--- config.mk ---
export PLATFORM = sky130hd
export DESIGN_NAME = binary_mul_acc_bi
export DESIGN_NICKNAME = d
export VERILOG_FILES = /design/src/rtl/binary_mul_pkg.sv /design/src/rtl/binary_mul_sat_add.sv /design/src/rtl/binary_mul_acc_bi.sv
export SDC_FILE = /design/constraint.sdc
export NUM_CORES = 1
export LEC_CHECK = 0
export CAP_MARGIN = 10
export CORE_ASPECT_RATIO = 0.8
export CORE_UTILIZATION = 59
export CTS_BUF_LIST = sky130_fd_sc_hd__clkbuf_16
export CTS_CLUSTER_DIAMETER = 60
export CTS_CLUSTER_SIZE = 30
export DETAILED_ROUTE_END_ITERATION = 8
export PLACE_DENSITY_LB_ADDON = 0.25
export SYNTH_ARGS = -nofsm -noshare
export SYNTH_HDL_FRONTEND = slang
export SYNTH_HIERARCHICAL = 1
export SYNTH_SLANG_ARGS = --single-unit
--- constraint.sdc ---
create_clock -name clk -period 7.3 [get_ports clk]
set_input_delay 1.825 -clock clk [delete_from_list [all_inputs] [get_ports clk]]
set_output_delay 1.825 -clock clk [all_outputs]
set_load 0.02 [all_outputs]
--- src/rtl/binary_mul_pkg.sv ---
// Shared definitions for the signed binary multiplier and its downstream accumulator.
// The FSM state encoding and the default product width live here so both stages agree.
package binary_mul_pkg;

  typedef enum logic {
    ST_ACC  = 1'b0,
    ST_HOLD = 1'b1
  } acc_state_t;

  localparam int P_W_DEFAULT = 6;

endpackage

--- src/rtl/binary_mul_sat_add.sv ---
// Combinational signed saturating adder: ACC_W-bit accumulator plus P_W-bit operand,
// clamped to the ACC_W-bit signed range, with a flag whenever the clamp engages.
module binary_mul_sat_add #(
  parameter int P_W   = 6,
  parameter int ACC_W = 10
) (
  input  logic [ACC_W-1:0] acc,
  input  logic [P_W-1:0]   operand,
  output logic [ACC_W-1:0] sum,
  output logic             clamp
);

  localparam logic [ACC_W-1:0] SAT_MAX = {1'b0, {(ACC_W-1){1'b1}}};
  localparam logic [ACC_W-1:0] SAT_MIN = {1'b1, {(ACC_W-1){1'b0}}};

  logic [ACC_W:0] wide;

  // One guard bit is enough: operand width is strictly below the accumulator width.
  assign wide = {acc[ACC_W-1], acc} + {{(ACC_W+1-P_W){operand[P_W-1]}}, operand};

  always_comb begin
    clamp = wide[ACC_W] ^ wide[ACC_W-1];
    sum   = wide[ACC_W-1:0];
    if (clamp) begin
      sum = wide[ACC_W] ? SAT_MIN : SAT_MAX;
    end
  end

endmodule

--- src/rtl/binary_mul_acc_bi.sv ---
// Frame accumulator: sums LEN signed products with saturation and presents one frame sum
// plus a sticky per-frame saturation flag over a valid/ready handshake.
module binary_mul_acc_bi
  import binary_mul_pkg::*;
#(
  parameter int P_W   = P_W_DEFAULT,
  parameter int ACC_W = 10,
  parameter int LEN   = 8
) (
  input  logic             clk,
  input  logic             rst,
  input  logic             en,
  input  logic             clr,
  input  logic             in_valid,
  input  logic [P_W-1:0]   in_data,
  output logic             in_ready,
  output logic             out_valid,
  input  logic             out_ready,
  output logic [ACC_W-1:0] out_data,
  output logic             out_sat
);

  // Handshake: a transfer happens on a rising edge where valid & ready are both high
  // and en is high; valid never waits on ready, and data is stable while valid is held.

  localparam int CNT_W = $clog2(LEN) + 1;
  localparam logic [CNT_W-1:0] CNT_LAST = CNT_W'(LEN - 1);

  acc_state_t       state_q, state_d;
  logic [ACC_W-1:0] acc_q, acc_d;
  logic [CNT_W-1:0] cnt_q, cnt_d;
  logic             sat_q, sat_d;
  logic             out_valid_d;
  logic [ACC_W-1:0] out_data_d;
  logic             out_sat_d;

  logic [ACC_W-1:0] sum_now;
  logic             clamp_now;

  binary_mul_sat_add #(
    .P_W  (P_W),
    .ACC_W(ACC_W)
  ) u_sat_add (
    .acc    (acc_q),
    .operand(in_data),
    .sum    (sum_now),
    .clamp  (clamp_now)
  );

  assign in_ready = en & (state_q == ST_ACC);

  always_comb begin
    state_d     = state_q;
    acc_d       = acc_q;
    cnt_d       = cnt_q;
    sat_d       = sat_q;
    out_valid_d = out_valid;
    out_data_d  = out_data;
    out_sat_d   = out_sat;
    if (clr) begin
      // Abort wins over any accept or pending result in the same cycle.
      state_d     = ST_ACC;
      acc_d       = '0;
      cnt_d       = '0;
      sat_d       = 1'b0;
      out_valid_d = 1'b0;
    end else begin
      case (state_q)
        ST_ACC: begin
          if (in_valid) begin
            if (cnt_q == CNT_LAST) begin
              out_data_d  = sum_now;
              out_sat_d   = sat_q | clamp_now;
              out_valid_d = 1'b1;
              acc_d       = '0;
              cnt_d       = '0;
              sat_d       = 1'b0;
              state_d     = ST_HOLD;
            end else begin
              acc_d = sum_now;
              cnt_d = cnt_q + CNT_W'(1);
              sat_d = sat_q | clamp_now;
            end
          end
        end
        ST_HOLD: begin
          if (out_ready) begin
            out_valid_d = 1'b0;
            state_d     = ST_ACC;
          end
        end
        default: state_d = ST_ACC;
      endcase
    end
  end

  // en=0 freezes every register, which also gates both handshakes.
  always_ff @(posedge clk) begin
    if (rst) begin
      state_q   <= ST_ACC;
      acc_q     <= '0;
      cnt_q     <= '0;
      sat_q     <= 1'b0;
      out_valid <= 1'b0;
      out_data  <= '0;
      out_sat   <= 1'b0;
    end else if (en) begin
      state_q   <= state_d;
      acc_q     <= acc_d;
      cnt_q     <= cnt_d;
      sat_q     <= sat_d;
      out_valid <= out_valid_d;
      out_data  <= out_data_d;
      out_sat   <= out_sat_d;
    end
  end

endmodule

Word-level counts from Yosys, hierarchy flattened --
Index checks and enable logic that the tools add are counted.
Word-level totals: bits in registers 28, input bits 12, output and inout port bits 13, logic and storage cells 47
Cells by class: add/sub/neg operators 2, equality and inequality tests 5, mux-type cells 24, bitwise logic cells 5, reduce and logical (&&, ||, !) cells 4
Operators by type and width (number):
- 10-bit 2-to-1 mux | 6
- 4-bit 2-to-1 mux | 4
- 1-bit 2-to-1 mux | 12
- 10-bit by 6-bit adder with 11-bit output | 1
- 3-bit inequality test (second input constant) | 2
- 5-bit AND reduction | 1
- 4-bit by 1-bit adder with 4-bit output (second input constant) | 1
- 4-bit by 3-bit == test with 1-bit output (second input constant) | 1
- 1-bit one-hot mux with 2 select lines | 2
- 4-bit AND reduction | 1
- 3-bit by 2-bit inequality test with 1-bit output (second input constant) | 1
- 3-bit AND reduction | 1
- 2-bit inequality test (second input constant) | 1
- 1-bit inverter | 2
- 2-bit nonzero test | 1
- 1-bit bitwise AND | 1
- 1-bit OR | 1
- 1-bit bitwise XOR | 1

Longest topological paths before layout --
depth in word-level cells 7, gate-level depth with buffers 11, mapped depth without buffers 11

Hierarchy --
Netlist, hierarchy kept.
Modules (own cells, without submodules):
- binary_mul_acc_bi | times used 1, cells each 111, area each 1078.5 um^2, seq. area each 560.5 um^2
- binary_mul_sat_add | times used 1, cells each 102, area each 834.6 um^2, seq. area each 0.0 um^2

Least setup slack after synthesis --
Ideal clock, no wire load.
path type input port to output port, start point in en, end point out in_ready, arrival time 2.152 ns, required time 5.475 ns, path slack 3.323 ns, cell stages on the path 1, buffers on the path 0, cells stage by stage nor2b_1
On the way: cells in the longest elaborated chain, start to end 1
Ends and longest elaborated chain:
- start, declared | RTL line binary_mul_acc_bi.sv:12 | input logic en,
- 1-bit bitwise AND | RTL line binary_mul_acc_bi.sv:50 | assign in_ready = en & (state_q == ST_ACC);
- end, declared | RTL line binary_mul_acc_bi.sv:16 | output logic in_ready,
No other way between the ends.

Worst setup path after layout --
Ends and elaborated chain as after synthesis.

==> reports/metrics.cfg <==
[sta]
setup_viol=0
fin_setup_tns_ns=0
tightest_slew_ns=0.8901
fin_crit_ns=4.960
clock.fmax_ghz=0.2016
holdWs_ns=0.4992
hold_viol_final=0
rsz0062_at_grt=false
min_period_over_period=0.6794
relSlewSlack=0.4047
clock_skew_ns=0.002809
finalMaxSlewViolations=0
setup_ws_ns=2.340

[critical_path]
worstSetupEndpointType=output port
cp_data_required_time_ns=5.48
rrSetupSlack_ns=4.63
worstPathMaxFanout=6
start_kind=primary input
crit_type=in -> out
cp.arrival_ns=3.13
reg2reg_from=acc_q[0]
r2r_end=acc_q[8]
reg2reg_depth=11

[final_layout]
final_common_cell=nor2_1
insertedDiodeCount=0
syn_to_final_growth_pct=16.02
layout.nets=257
final_cell_mix=31 x nor2_1, 28 x dfxtp_1, 24 x clkdlybuf4s50_1, 14 x a21oi_1, 13 x mux2i_1
final_layout_size_suffix_gt1_frac=0.1255

[pwr]
internal-power_mw=0.2621
p_sw_frac=0.2686
p_comb_frac=0.224
seqPwrFrac=0.438
peakVddDrop_mv=0.1394
p_leak_nw=0.9190
power-per-cell-area_nw_per_um2=161.4
power_frac_clock=0.337
power.switching_mw=0.09623

[floorplanning]
rows=18
die_w_um=65.67
core_area_um2=3085
fp.dieArea_um2=3476
num_io_pins=25
initial_utilization=0.6200
die_h_um=52.93

[detailed_routing]
antenna_left=0
drt-initial-drc-count=88
detail_route.drc_violations=0
post_drt_wl_per_cell_um=15.17
vias=1646
viasPerCell=6.074
drt-total-wl_um=4111
drt_pass1_iterations=4

[clock_network]
post-cts-setup-buffer-count=0
hold_buffers=0
clkLatencyLatePin_ns=0.26
cts_resized=0
root_buffer=clkbuf_16
clk_pin_slew_ns=0.06
cts_buffer_depth=2
cts.sinks=28
cts_tree=done
cts_made_buffers=3
htree_num_levels=1

[min_path]
min_path_type=reg -> reg
whs_path_depth=2
min_from=sat_q
hold_end=sat_q

[logic_synthesis]
synth-edff-count=0
ys_ff_latch=28
avgSynthCellArea_um2=8.982
netlist_top_cells_area=dfxtp_1 29%, ha_1 7.2%, mux2i_1 6.8%
synth.largest_area_cell=dfxtp_1
yosysWarnings=6
synth_area_um2=1913
synth_nets=237
ys.flop_type=dfxtp_1
synth_top_area_frac=0.2930
seq_area_frac_synth=0.2930
syn-instance-count=213
yosys.cell_types.count=55
async_reset_ff_frac=0

[outcome]
outcome=finished, final reports clean

[place]
post-dp-hpwl_um=3189
preCtsSetupSlack_ns=2.345
numPortBuffers=24
gp_congestion=0.7912

[grt]
grt_use_total=0.2612
grt_pass1_vias=1532
gr-total-overflow=0
antenna_found_initial=0
grt_max_degree=29
grt_pass1_wl_um=6893

[flow_run]
cap_violations=0

-- metrics by stage --
| stage | instances | util | area (um^2) | total power [mW] |
|---|---|---|---|---|
| 3_3_place_gp | 268 | 0.6951 | 2145 | 0.2362 |
| 3_5_place_dp | 268 | 0.6951 | 2145 | 0.2391 |
| 2_1_floorplan | 213 | - | 1913 | 0.2203 |
| 5_1_grt | 271 | 0.7194 | 2220 | 0.3734 |
| 4_1_cts | 271 | 0.7194 | 2220 | 0.3592 |
| 6_report | 271 | 0.7194 | 2220 | 0.3583 |
-- how the worst max path moves through the flow --
stage,startpoint,end,cells past startpoint
after floorplan,en,in_ready,1
after global placement,en,in_ready,3
after detailed placement,en,in_ready,3
after CTS,en,in_ready,3
after global routing,en,in_ready,3
final,en,in_ready,3
-- power groups by stage --
stage               clock network [mW]  registers, mW  logic (mW)
finish                           0.121          0.157      0.0804
detailed placement                   0          0.160      0.0786
floorplan                            0          0.160      0.0605
global placement                     0          0.160      0.0758
CTS                              0.123          0.157      0.0792
global route                     0.129          0.157      0.0873
-- layout make-up --
type / count / area [um^2]
clock buffers: 3 / 75.07
fillers: 225 / 865.8
inverters: 8 / 30.03
multi-input cells: 168 / 1264
flip-flops and latches: 28 / 560.5
well taps: 40 / 50.05
repair buffers: 24 / 240.2
-- critical path: stages --
cell	delay, ns
clkdlybuf4s50_1	0.55
nor2b_1	0.15
clkdlybuf4s50_1	0.60
-- Yosys cell counts, types with 2 or more instances --
cell type / n
nor2_1: 31
or2_2: 2
a31oi_1: 6
a31oi_4: 2
nand2b_1: 3
clkbuf_1: 3
nand2_1: 9
mux2i_1: 13
o21ai_0: 6
o211a_1: 2
dfxtp_1: 28
a21oi_1: 14
inv_1: 8
a21o_1: 3
xnor2_1: 4
ha_1: 11
nor3_1: 3
o21ai_1: 3
o211ai_1: 2
a22oi_1: 11
nor3_2: 2
nor2b_1: 3
o21ai_2: 3
a211oi_1: 5
a21oi_2: 2
buf_6: 3
nand3_1: 3
-- kinds of logic after synthesis --
group	synth area share
AND/OR/NAND/NOR	0.1766
buffers and inverters	0.04643
XOR/XNOR	0.03139
adder cells (fa/ha/maj)	0.08829
AO/OA/AOI/OAI	0.2963
multiplexers	0.06802
flip-flops	0.2930
-- sequential cells by signal (all words and copies together), names as in the netlist --
name       cells
cnt_q          4
sat_q          1
state_q        1
out_valid      1
out_sat        1
acc_q         10
out_data      10
-- per-layer routing --
layer / up-vias / global-route usage / share of wire
met5: - / 0 / 0
met4: 0 / 0.06522 / 0.010
met3: 4 / 0.04741 / 0.046
met2: 38 / 0.4643 / 0.49
met1: 772 / 0.3250 / 0.45
li1: 832 / - / -
No activity file was read; power rests on OpenSTA's default activity.
